--- config.mk ---
export PLATFORM = sky130hd
export DESIGN_NAME = parking_slot_arbiter
export DESIGN_NICKNAME = d
export VERILOG_FILES = /design/src/rtl/parking_slot_arbiter.sv
export SDC_FILE = /design/constraint.sdc
export NUM_CORES = 1
export LEC_CHECK = 0
export CAP_MARGIN = 0
export CORE_MARGIN = 1.5
export CORE_UTILIZATION = 56
export CTS_BUF_LIST = sky130_fd_sc_hd__clkbuf_4
export DETAILED_ROUTE_END_ITERATION = 16
export PLACE_DENSITY = 0.87
export SYNTH_ARGS = -nofsm -noshare
export SYNTH_HDL_FRONTEND = slang
export SYNTH_SLANG_ARGS = --single-unit
--- constraint.sdc ---
create_clock -name clk -period 5.7 [get_ports clk]
set_clock_uncertainty 0.2 [all_clocks]
set_input_delay 0.57 -clock clk [delete_from_list [all_inputs] [get_ports clk]]
set_output_delay 0.57 -clock clk [all_outputs]
set_load 0.02 [all_outputs]
--- src/rtl/parking_slot_arbiter.sv ---
// parking_slot_arbiter: owns the parking occupancy vector and serialises
// entry and exit gate requests against it. Entries take the lowest free slot,
// exits clear their one-hot slot, and every successful grant opens the gate
// for GATE_CYCLES cycles.
// Optional macro PARKING_RR_ARB_EN: round-robin between simultaneous entry and
// exit requests. Without it, exit always wins a conflict.
//
// state     | meaning
// ----------+-----------------------------------------------------------
// S_IDLE    | sample requests, serve one per edge
// S_GATE    | gate actuator open, down-counter running
// S_RELEASE | wait for the served requester to drop its request
module parking_slot_arbiter #(
    parameter int N_SLOTS     = 8,
    parameter int GATE_CYCLES = 4
) (
    input  logic                         clk,
    input  logic                         rst_n,
    input  logic                         entry_req,
    input  logic                         exit_req,
    input  logic [N_SLOTS-1:0]           exit_slot,
    output logic                         entry_ack,
    output logic [N_SLOTS-1:0]           entry_slot,
    output logic                         entry_reject,
    output logic                         exit_ack,
    output logic                         exit_err,
    output logic                         gate_open,
    output logic [N_SLOTS-1:0]           capacity,
    output logic [$clog2(N_SLOTS+1)-1:0] occupied_count,
    output logic                         full,
    output logic                         empty
);

    localparam int CW = $clog2(N_SLOTS + 1);
    localparam int GW = $clog2(GATE_CYCLES + 1);

    typedef enum logic [1:0] {S_IDLE, S_GATE, S_RELEASE} state_t;

    state_t               r_state, w_state_nxt;
    logic [GW-1:0]        r_gate_cnt, w_gate_cnt_nxt;
    logic [N_SLOTS-1:0]   r_capacity, w_capacity_nxt;
    logic [CW-1:0]        r_count, w_count_nxt;
    logic [N_SLOTS-1:0]   r_entry_slot, w_entry_slot_nxt;
    logic                 r_full, r_empty;
    logic                 r_entry_ack, r_entry_reject, r_exit_ack, r_exit_err;
    logic                 w_entry_ack_nxt, w_entry_reject_nxt, w_exit_ack_nxt, w_exit_err_nxt;
    logic                 r_served_exit, w_served_exit_nxt;
    logic                 w_serve_entry, w_serve_exit;
    logic [N_SLOTS-1:0]   w_free, w_lowest;
    logic                 w_exit_valid;

    assign w_free       = ~r_capacity;
    assign w_lowest     = w_free & (~w_free + N_SLOTS'(1));
    assign w_exit_valid = (exit_slot != '0)
                       && ((exit_slot & (exit_slot - N_SLOTS'(1))) == '0)
                       && ((exit_slot & r_capacity) != '0);

`ifdef PARKING_RR_ARB_EN
    logic r_rr_entry;

    // Conflict resolution: the pointer names the requester that wins a tie
    always_comb begin
        w_serve_entry = entry_req && (!exit_req || r_rr_entry);
        w_serve_exit  = exit_req && !w_serve_entry;
    end

    // Pointer moves to the requester that was not just served
    always_ff @(posedge clk or negedge rst_n) begin
        if (!rst_n) begin
            r_rr_entry <= 1'b1;
        end else if (r_state == S_IDLE && (w_serve_entry || w_serve_exit)) begin
            r_rr_entry <= w_serve_exit;
        end
    end
`else
    // Fixed priority: freeing a slot first maximises later grants
    always_comb begin
        w_serve_exit  = exit_req;
        w_serve_entry = entry_req && !exit_req;
    end
`endif

    // Next-state, next-occupancy and pulse decode
    always_comb begin
        w_state_nxt        = r_state;
        w_gate_cnt_nxt     = r_gate_cnt;
        w_capacity_nxt     = r_capacity;
        w_count_nxt        = r_count;
        w_entry_slot_nxt   = r_entry_slot;
        w_served_exit_nxt  = r_served_exit;
        w_entry_ack_nxt    = 1'b0;
        w_entry_reject_nxt = 1'b0;
        w_exit_ack_nxt     = 1'b0;
        w_exit_err_nxt     = 1'b0;
        case (r_state)
            S_IDLE: begin
                if (w_serve_entry) begin
                    w_served_exit_nxt = 1'b0;
                    if (r_full) begin
                        w_entry_reject_nxt = 1'b1;
                        w_state_nxt        = S_RELEASE;
                    end else begin
                        w_capacity_nxt   = r_capacity | w_lowest;
                        w_entry_slot_nxt = w_lowest;
                        w_entry_ack_nxt  = 1'b1;
                        w_count_nxt      = r_count + CW'(1);
                        w_gate_cnt_nxt   = GW'(GATE_CYCLES - 1);
                        w_state_nxt      = S_GATE;
                    end
                end else if (w_serve_exit) begin
                    w_served_exit_nxt = 1'b1;
                    if (w_exit_valid) begin
                        w_capacity_nxt = r_capacity ^ exit_slot;
                        w_exit_ack_nxt = 1'b1;
                        w_count_nxt    = r_count - CW'(1);
                        w_gate_cnt_nxt = GW'(GATE_CYCLES - 1);
                        w_state_nxt    = S_GATE;
                    end else begin
                        w_exit_err_nxt = 1'b1;
                        w_state_nxt    = S_RELEASE;
                    end
                end
            end
            S_GATE: begin
                if (r_gate_cnt == '0) begin
                    w_state_nxt = S_RELEASE;
                end else begin
                    w_gate_cnt_nxt = r_gate_cnt - GW'(1);
                end
            end
            S_RELEASE: begin
                if (r_served_exit ? !exit_req : !entry_req) begin
                    w_state_nxt = S_IDLE;
                end
            end
            default: w_state_nxt = S_IDLE;
        endcase
    end

    // State, occupancy and registered status/pulse outputs
    always_ff @(posedge clk or negedge rst_n) begin
        if (!rst_n) begin
            r_state        <= S_IDLE;
            r_gate_cnt     <= '0;
            r_capacity     <= '0;
            r_count        <= '0;
            r_full         <= 1'b0;
            r_empty        <= 1'b1;
            r_entry_slot   <= '0;
            r_served_exit  <= 1'b0;
            r_entry_ack    <= 1'b0;
            r_entry_reject <= 1'b0;
            r_exit_ack     <= 1'b0;
            r_exit_err     <= 1'b0;
        end else begin
            r_state        <= w_state_nxt;
            r_gate_cnt     <= w_gate_cnt_nxt;
            r_capacity     <= w_capacity_nxt;
            r_count        <= w_count_nxt;
            r_full         <= &w_capacity_nxt;
            r_empty        <= ~|w_capacity_nxt;
            r_entry_slot   <= w_entry_slot_nxt;
            r_served_exit  <= w_served_exit_nxt;
            r_entry_ack    <= w_entry_ack_nxt;
            r_entry_reject <= w_entry_reject_nxt;
            r_exit_ack     <= w_exit_ack_nxt;
            r_exit_err     <= w_exit_err_nxt;
        end
    end

    assign gate_open      = (r_state == S_GATE);
    assign capacity       = r_capacity;
    assign occupied_count = r_count;
    assign full           = r_full;
    assign empty          = r_empty;
    assign entry_slot     = r_entry_slot;
    assign entry_ack      = r_entry_ack;
    assign entry_reject   = r_entry_reject;
    assign exit_ack       = r_exit_ack;
    assign exit_err       = r_exit_err;

endmodule

; ---- Yosys cells after proc, flatten, opt, wreduce, memory -nomap -nowiden
; Index checks and enable logic that the tools add are counted.
[word_totals]
reg_bits = 32
inputBits = 12
output_inout_bits = 27
elab_cells = 94
[classes]
addsub = 5
eq_ne = 9
muxes = 39
n_bitwise = 8
reduce_logical = 21
[ops]
columns = op, n
row1 = $mux W8, 5
row2 = $and A8 B8 Y8, 3
row3 = $mux W1, 17
row4 = $mux W4, 4
row5 = $not A8 Y8, 2
row6 = $reduce_bool A8 Y1, 2
row7 = $mux W3, 5
row8 = $mux W2, 6
row9 = $ne A3 B3 Y1 const B, 3
row10 = $add A8 B1 Y8 const B, 1
row11 = $logic_not A8 Y1, 1
row12 = $or A8 B8 Y8, 1
row13 = $reduce_and A8 Y1, 1
row14 = $reduce_or A8 Y1, 1
row15 = $sub A8 B1 Y8 const B, 1
row16 = $xor A8 B8 Y8, 1
row17 = $ne A2 B2 Y1 const B, 3
row18 = $pmux W2 S3, 1
row19 = $pmux W3 S2, 1
row20 = $reduce_and A3 Y1, 2
row21 = $reduce_bool A2 Y1, 3
row22 = $reduce_and A5 Y1, 1
row23 = $add A4 B1 Y4 const B, 1
row24 = $reduce_and A4 Y1, 1
row25 = 11 further kinds, 15

; ---- Logic depth before layout (Yosys ltp)
; Gate-level depths: netlist (run 1).
[depth]
word_depth = 11
mapped_depth = 10
depth_no_buf = 9

; ---- Least setup slack after synthesis (run 1)
; No wires, ideal clock.
[synth_timing]
kind = input -> register
from = input exit_slot[1]
to = register r_count[1], in the netlist occupied_count[1]
setup_time_ns = 0.125
arrival_time_ns = 2.788
t_required_ns = 5.375
path_slack_ns = 2.588
cell_stages = 6
path_buffers = 0
cell_sequence = or4_4 > or4_4 > a211oi_4 > nand2_2 > a21oi_2 > mux2_2
[synth_via]
elab_chain_cells = 7
word_cells_on_any_way = 10
classes_between = add/sub (1) / bitwise (2) / reduce/logical (7)
[synth_rtl]
columns = item, line
row1 = start: declaration, 21  ; input logic [N_SLOTS-1:0] exit_slot,
row2 = $sub A8 B1 Y8, 55  ; && ((exit_slot & (exit_slot - N_SLOTS'(1))) == '0)
row3 = $and A8 B8 Y8, 55
row4 = $logic_not A8 Y1, 55
row5 = $logic_and A1 B1 Y1, 55
row6 = $logic_and A1 B1 Y1 *, 56  ; && ((exit_slot & r_capacity) != '0);
row7 = $reduce_bool A2 Y1 (no line) *, --
row8 = $reduce_and A4 Y1 (no line) *, --
row9 = end signal: assignment, 159  ; r_count <= w_count_nxt;
row10 = end: declaration, 42  ; logic [CW-1:0] r_count, w_count_nxt;
; Every way passes the cells marked *; elsewhere a longest branch is shown, timed or not.
; A chain may end at the register's enable or synchronous reset.

; ---- Worst setup path after layout (run 1)
; Same ends and word-level chain as after synthesis.

==> reports/qor.yml, run 1 <==
syn_area_per_cell_um2: 10.03
drive_gt1_share_pct: 12.50
yosys-top-cells-area: "dfrtp_1, ha_1, nor2_1"
period_minus_slack_ns: 3.504
status: "completed"
synth-edff-count: 0
cts-root-buf: "clkbuf_4"
die_w_um: 59.78
synthCells: 180
seqCellArea_um2: 802.0
synth_flop_cell: "dfrtp_1"
crit_family: "simple AND/OR/NAND/NOR gates"
slew_headroom_pct: 63.88
grt_pass1_vias: 1440
placed_area_um2: 2230
reg2regPathDepth: 8
synth_top_area_share_pct: 42.97
clk_pin_slew_worst_paths_ns: 0.10
syn_nets: 205
synthToLayoutAreaGrowth_pct: 27.93
final.setup.tns_ns: 0
min_from: "occupied_count[3]"
drc: 0
firstDrtPassIters: 4
die_h_um: 59.78
die_area_um2: 3574
cts.sinks: 32
wl_per_cell_um: 15.27
pin_count: 39
power_leakage_nw: 1.003
clk_latency_ns: 0.34
cpMostUsedCell: "or4_4"
cts-htree-levels: 2
cp-end-kind: "flip-flop"
clockBufferDepth: 2
crit_path_start_kind: "input pin"
setup_slack_ns: 2.196
post_cts_resized: 0
cp_cell_sequence: "clkdlybuf4s50_1, or4_4, or4_4, a211oi_4, nand2_2, a21oi_2, mux2_2"
avgViaCountPerCell: 5.772
crit_type: "input pin to flip-flop"
grtUsageTotal_pct: 25.14
dp_hpwl_um: 3090
synth_cell_types: 51
cts_made_buffers: 5
cts_setup_buffers: 0
reg2reg_slack_ns: 2.82
ir_drop_mv: 0.2934
ant_nets: 0
synth.largest_area_cell: "dfrtp_1"
cp_max_fo: 7
clock.fmax_ghz: 0.2854
hold_viol: 0
vias: 1547
nets: 248
grt_max_degree: 33
async_reset_ff_share_pct: 100.0
antenna_found_initial: 0
required_ns: 5.72
setup_viol: 0
path_buf_inv: 1
max_slew.worst_pin.slew_ns: 0.5398
max_cap_viol_count: 0
initial_core_util_pct: 59.14
cp.arrival_ns: 3.53
syn_area_um2: 1805
port_buffers: 38
rr_endpoint: "full"
final_cell_mix: "clkdlybuf4s50_1, dfrtp_1, nor2_1"
slowest_delay_ns: 0.58
finalWeightedCongestion: 0.8468
fp-row-count: 20
core_um2: 3053
r2r_start: "capacity[3]"
powerDensity_nw_per_um2: 457.8
yosysSeqAreaShare_pct: 44.42
rsz0062_at_grt: "false"
slew_viol_final: 0
cts_tree: "done"
multi_input_area_um2: 950.9
drt_iter0_markers: 55
hold_buffers: 0
wl_um: 4093
hold_path.class: "flip-flop to flip-flop"
min_to: "occupied_count[3]"
ys_warn_count: 0
finalCritPeriodShare_pct: 61.47
layout_commonest_cell: "clkdlybuf4s50_1"
grt-ovfl-total: 0
grt_pass1_wl_um: 6541
slowest_stage: "or4_4"
holdPathStages: 1
ys_seq_elements: 32
pre_cts_ws_ns: 1.858
antenna_cells: 0
fin_area_um2: 2310
fillers: 242
## state kept, by name, summed over array words and instances, names as in the netlist, 2 cells and up
| signal | flops |
|---|---|
| capacity | 8 |
| entry_slot | 8 |
| occupied_count | 4 |
| r_gate_cnt | 3 |
| r_state | 2 |
## routing by layer
metal | global-route usage, % | vias to the layer above | wire [um]
li1 | - | 733 | -
met1 | 32.40 | 753 | 1789
met2 | 39.75 | 54 | 1980
met3 | 6.926 | 7 | 244
met4 | 10.48 | 0 | 78
met5 | 0 | - | 0
## cells in the mapped netlist (all sizes together), types with 3 or more instances
cell    count
nand3       5
or4         4
and3        4
nand2      20
a211oi      3
dfrtp      31
ha         12
inv         9
mux2        3
o31ai       5
o21ai       7
a31oi       4
a21oi      13
nor2       22
## through the flow
step / utilization (%) / power, mW / hold WS, ns / instances
after floorplan: - / 0.6840 / 0.07441 / 180
after global placement: 73.03 / 0.8676 / 0.2531 / 260
after detailed placement: 73.03 / 0.8884 / 0.2627 / 260
after CTS: 75.66 / 1.062 / 0.2851 / 268
after global routing: 75.66 / 1.134 / 0.3109 / 268
final: 75.66 / 1.057 / 0.2779 / 268
## worst max path at each step
stage	from	to	slack, ns	depth (start not counted)
after CTS	exit_slot[1]	occupied_count[1]	2.22	7
final	exit_slot[1]	occupied_count[1]	2.20	7
after global routing	exit_slot[1]	occupied_count[1]	2.11	7
after floorplan	exit_slot[1]	occupied_count[1]	2.59	6
after global placement	exit_slot[1]	occupied_count[1]	1.96	7
after detailed placement	exit_slot[1]	occupied_count[1]	1.86	7
## kinds of logic (layout without fill, tap and decap cells)
kind of cell	Yosys count	in the layout	share of synthesized area (%)
AOI/OAI and AO/OA	42	42	16.77
xor gates and xnor gates	4	4	1.941
adders and majority gates	14	14	9.979
buffers and inverters	12	56	2.911
DFF	32	32	44.42
muxes	4	4	2.633
and+or+nand+nor	72	72	21.34
## final cells by class
type	instances	share of cell area, %
sequential	32	34.72
inverter	9	1.463
timing repair buffer	39	16.79
clock inverter	3	1.842
multi-input combinational	136	41.17
tap	44	2.384
clock buffer	5	1.625
## report_power, final
part	switching, mW	internal (mW)	leakage [nW]
sequential	0.0807	0.302	0.391
clock	0.0787	0.0914	0.0412
combinational	0.275	0.229	0.571
total	0.435	0.623	1.00
Power figures use the tool's default switching activity.
==> inputs of run 2 (changes only) <==
--- a/config.mk
+++ b/config.mk
@@ -7,10 +7,10 @@
 export LEC_CHECK = 0
 export CAP_MARGIN = 0
 export CORE_MARGIN = 1.5
-export CORE_UTILIZATION = 56
+export CORE_UTILIZATION = 52
 export CTS_BUF_LIST = sky130_fd_sc_hd__clkbuf_4
 export DETAILED_ROUTE_END_ITERATION = 16
-export PLACE_DENSITY = 0.87
+export PLACE_DENSITY = 0.82
 export SYNTH_ARGS = -nofsm -noshare
 export SYNTH_HDL_FRONTEND = slang
 export SYNTH_SLANG_ARGS = --single-unit
==> constraint.sdc (replaced) <==
create_clock -name clk -period 3.4 [get_ports clk]
set_clock_uncertainty 0.2 [all_clocks]
set_input_delay 0.34 -clock clk [delete_from_list [all_inputs] [get_ports clk]]
set_output_delay 0.34 -clock clk [all_outputs]
set_load 0.02 [all_outputs]
==> reports/qor.yml, run 2 (same netlist as run 1, synthesis figures left out) <==
clockBufferDepth: 2
wl_per_cell_um: 15.00
die_w_um: 61.93
r2r_start: "capacity[3]"
avgViaCountPerCell: 5.603
cts_setup_buffers: 0
cts_made_buffers: 5
grt_max_degree: 33
crit_start: "exit_slot[2]"
dp_hpwl_um: 3178
cp_max_fo: 5
antenna_cells: 0
cpMostUsedCell: "or4_4"
pre_cts_ws_ns: 0.07408
clk_pin_slew_worst_paths_ns: 0.09
drive_gt1_share_pct: 15.15
crit_path_start_kind: "input pin"
slowest_delay_ns: 0.52
pin_count: 39
placed_area_um2: 2285
die_area_um2: 3835
max_cap_viol_count: 0
grt_pass1_vias: 1462
slew_viol_final: 0
ir_drop_mv: 0.5484
cp-end-kind: "flip-flop"
fin_cells: 277
power_leakage_nw: 1.032
drt_iter0_markers: 64
grt_pass1_wl_um: 6706
fin_area_um2: 2342
synthToLayoutAreaGrowth_pct: 29.73
cts-htree-levels: 2
port_buffers: 38
cp.arrival_ns: 3.09
layout_commonest_cell: "clkdlybuf4s50_1"
vias: 1552
hold_path.class: "input pin to async pin"
cts.sinks: 32
path_buf_inv: 1
period_minus_slack_ns: 3.005
setup_viol: 0
fp-row-count: 21
crit_type: "input pin to flip-flop"
setup_slack_ns: 0.3945
final.setup.tns_ns: 0
core_um2: 3337
final_cell_mix: "clkdlybuf4s50_1, dfrtp_1, nor2_1"
grt-ovfl-total: 0
cts-root-buf: "clkbuf_4"
required_ns: 3.48
drc: 0
initial_core_util_pct: 54.11
clk_latency_ns: 0.34
firstDrtPassIters: 4
post_cts_resized: 0
nets: 255
wl_um: 4156
die_h_um: 61.93
grtUsageTotal_pct: 24.63
finalCritPeriodShare_pct: 88.40
slowest_stage: "or4_4"
slew_headroom_pct: 70.15
powerDensity_nw_per_um2: 733.6
hold_buffers: 0
status: "completed"
cp_cell_sequence: "clkdlybuf4s50_1, or4_4, or4_4, a211oi_4, nand3_4, mux2_4, nor3_2, and3_1"
dp_cells: 269
max_slew.worst_pin.slew_ns: 0.4440
cts_tree: "done"
antenna_found_initial: 0
clock.fmax_ghz: 0.3327
ant_nets: 0
power_mw: 1.718
finalWeightedCongestion: 0.8560
hold_viol: 0
rsz0062_at_grt: "false"
crit_family: "simple AND/OR/NAND/NOR gates"
[run 2: layout make-up]
type,instances,area [um2]
Fill cell,266,994.7
Multi-Input combinational cell,136,950.9
Sequential cell,32,802.0
Timing Repair Buffer,46,440.4
Tap cell,46,57.56
Clock buffer,7,52.55
Inverter,9,33.78
Clock inverter,1,5.005
[run 2: layer usage]
layer / GRT usage (%) / up-vias / share of wire (%)
met3: 9.731 / 11 / 6.1
met5: 0 / - / 0
met4: 11.25 / 0 / 2.7
met1: 30.54 / 742 / 44
met2: 37.89 / 48 / 48
li1: - / 751 / -
[run 2: metrics by stage]
step	hold slack, ns	utilization, %
finish	0.1794	70.19
global route	0.2017	70.19
CTS	0.1781	70.19
detailed placement	0.2650	68.47
global placement	0.2534	68.47
floorplan	-0.1556	-
[run 2: path summary, 6_finish.rpt]
kind,to,slack (ns),cells after the start
min,entry_slot[5],0.18,2
max,empty,0.39,8
max reg2reg,full,0.56,8
min in group clk,entry_slot[5],0.28,2
max in group asynchronous,empty,2.49,2
min reg2reg,entry_slot[5],0.28,2
[run 2: where the power goes]
group | total [mW] | internal, mW | switching (mW)
combinational | 0.861 | 0.393 | 0.467
clock | 0.219 | 0.0963 | 0.123
sequential | 0.638 | 0.506 | 0.132
==> inputs of run 3 (changes only) <==
--- a/config.mk
+++ b/config.mk
@@ -7,10 +7,11 @@
 export LEC_CHECK = 0
 export CAP_MARGIN = 0
 export CORE_MARGIN = 1.5
-export CORE_UTILIZATION = 52
+export CORE_UTILIZATION = 65
 export CTS_BUF_LIST = sky130_fd_sc_hd__clkbuf_4
 export DETAILED_ROUTE_END_ITERATION = 16
-export PLACE_DENSITY = 0.82
+export DONT_BUFFER_PORTS = 1
+export PLACE_DENSITY = 0.81
 export SYNTH_ARGS = -nofsm -noshare
 export SYNTH_HDL_FRONTEND = slang
 export SYNTH_SLANG_ARGS = --single-unit
==> reports/qor.yml, run 3 (same netlist as run 1, synthesis figures left out) <==
drc: 0
hold_path.class: "input pin to flip-flop"
dp_hpwl_um: 2915
cp.arrival_ns: 2.89
die_h_um: 55.71
clockBufferDepth: 2
rsz0062_at_grt: "false"
finalCritPeriodShare_pct: 83.81
cts.sinks: 32
drt_iter0_markers: 64
port_buffers: 0
setup_viol: 0
cp-end-kind: "flip-flop"
antenna_found_initial: 0
slew_viol_final: 0
finalWeightedCongestion: 0.8705
die_w_um: 55.71
slew_headroom_pct: 65.99
required_ns: 3.44
clkPwrFrac_pct: 14.0
ant_nets: 0
cts_made_buffers: 5
hold_ws_ns: 0.01076
fin_area_um2: 1966
vias: 1440
hold_viol: 0
max_slew.worst_pin.slew_ns: 0.5091
layout_commonest_cell: "dfrtp_1"
cts_tree: "done"
p_sw_share_pct: 44.81
avgViaCountPerCell: 6.429
wl_per_cell_um: 17.56
status: "completed"
grt_max_degree: 33
final.setup.tns_ns: 0
clk_pin_slew_worst_paths_ns: 0.09
placed_area_um2: 1869
initial_core_util_pct: 70.94
clk_latency_ns: 0.33
cts-root-buf: "clkbuf_4"
fp-row-count: 18
power_leakage_nw: 0.8937
ir_drop_mv: 0.5855
period_minus_slack_ns: 2.850
grt_pass1_wl_um: 6851
powerDensity_nw_per_um2: 780.7
pwr-share-comb_pct: 40.2
p_int_mw: 0.8469
cts-htree-levels: 2
firstDrtPassIters: 4
drive_gt1_share_pct: 17.01
core_um2: 2545
antenna_cells: 0
max_cap_viol_count: 0
seqPwrFrac_pct: 45.8
nets: 218
pin_count: 39
cts_setup_buffers: 0
grt-ovfl-total: 0
post-route-util_pct: 77.24
grt_pass1_vias: 1396
final_cell_mix: "dfrtp_1, nor2_1, nand2_1"
wl_um: 3934
crit_path_start_kind: "flip-flop"
clock.fmax_ghz: 0.3509
power_mw: 1.535
grtUsageTotal_pct: 28.46
post_cts_resized: 0
switchingPower_mw: 0.6876
cp_max_fo: 7
synthToLayoutAreaGrowth_pct: 8.871
crit_type: "flip-flop to flip-flop"
die_area_um2: 3103
-- run 3: cell count changes in the layout (fill, tap and decap cells not counted) --
cell,change
clkdlybuf4s50_1,-38
dlygate4sd3_1,+2
buf_12,+1
buf_4,-2
clkinv_1,+1
clkinv_2,-1
-- run 3: what timing repair did --
action                     in CTS  in global routing
hold buffers                    3                  0
setup endpoints to repair       0                  0
hold endpoints to repair       36                  0
-- run 3: layout make-up --
cell class / count / area [um2]
Fill cell: 170 / 579.3
Clock inverter: 1 / 3.754
Multi-Input combinational cell: 136 / 950.9
Sequential cell: 32 / 802.0
Inverter: 9 / 33.78
Timing Repair Buffer: 9 / 85.08
Tap cell: 30 / 37.54
Clock buffer: 7 / 52.55
-- run 3: per-stage QoR --
stage	std cells	worst slack [ns]
after global routing	224	0.4166
after floorplan	180	0.5177
after global placement	213	0.3508
after CTS	224	0.5485
final	224	0.5504
after detailed placement	213	0.2859
-- run 3: metal layers --
layer | wire [um] | GRT usage [%]
met2 | 1868 | 43.88
met5 | 0 | 0
met1 | 1709 | 37.50
met4 | 104 | 12.89
met3 | 251 | 7.674
-- run 3: power by group through the flow --
| stage | registers (mW) | clock network [mW] | logic (mW) |
|---|---|---|---|
| after floorplan | 0.732 | 0 | 0.415 |
| after global placement | 0.703 | 0 | 0.574 |
| after detailed placement | 0.713 | 0 | 0.597 |
| after CTS | 0.705 | 0.218 | 0.614 |
| after global routing | 0.721 | 0.236 | 0.697 |
| final | 0.703 | 0.214 | 0.617 |
-- run 3: critical path: stages, from the launching register on --
cell and delay, ns:
dfrtp_1 0.48, ha_1 0.24, or4_1 0.49, o22ai_1 0.34
a211oi_4 0.13, and3_2 0.30, o221ai_4 0.22, o21ai_0 0.13
nor4_1 0.23
-- run 3: final timing paths --
kind / start / end / slack [ns] / cells after the start
max: capacity[7] / full / 0.55 / 8
min: entry_req / r_state[1] / 0.01 / 2
max reg2reg: capacity[7] / full / 0.55 / 8
min reg2reg: r_gate_cnt[2] / r_gate_cnt[2] / 0.36 / 2
max in group asynchronous: rst_n / empty / 2.50 / 2
min in group asynchronous: rst_n / entry_slot[5] / 0.25 / 2
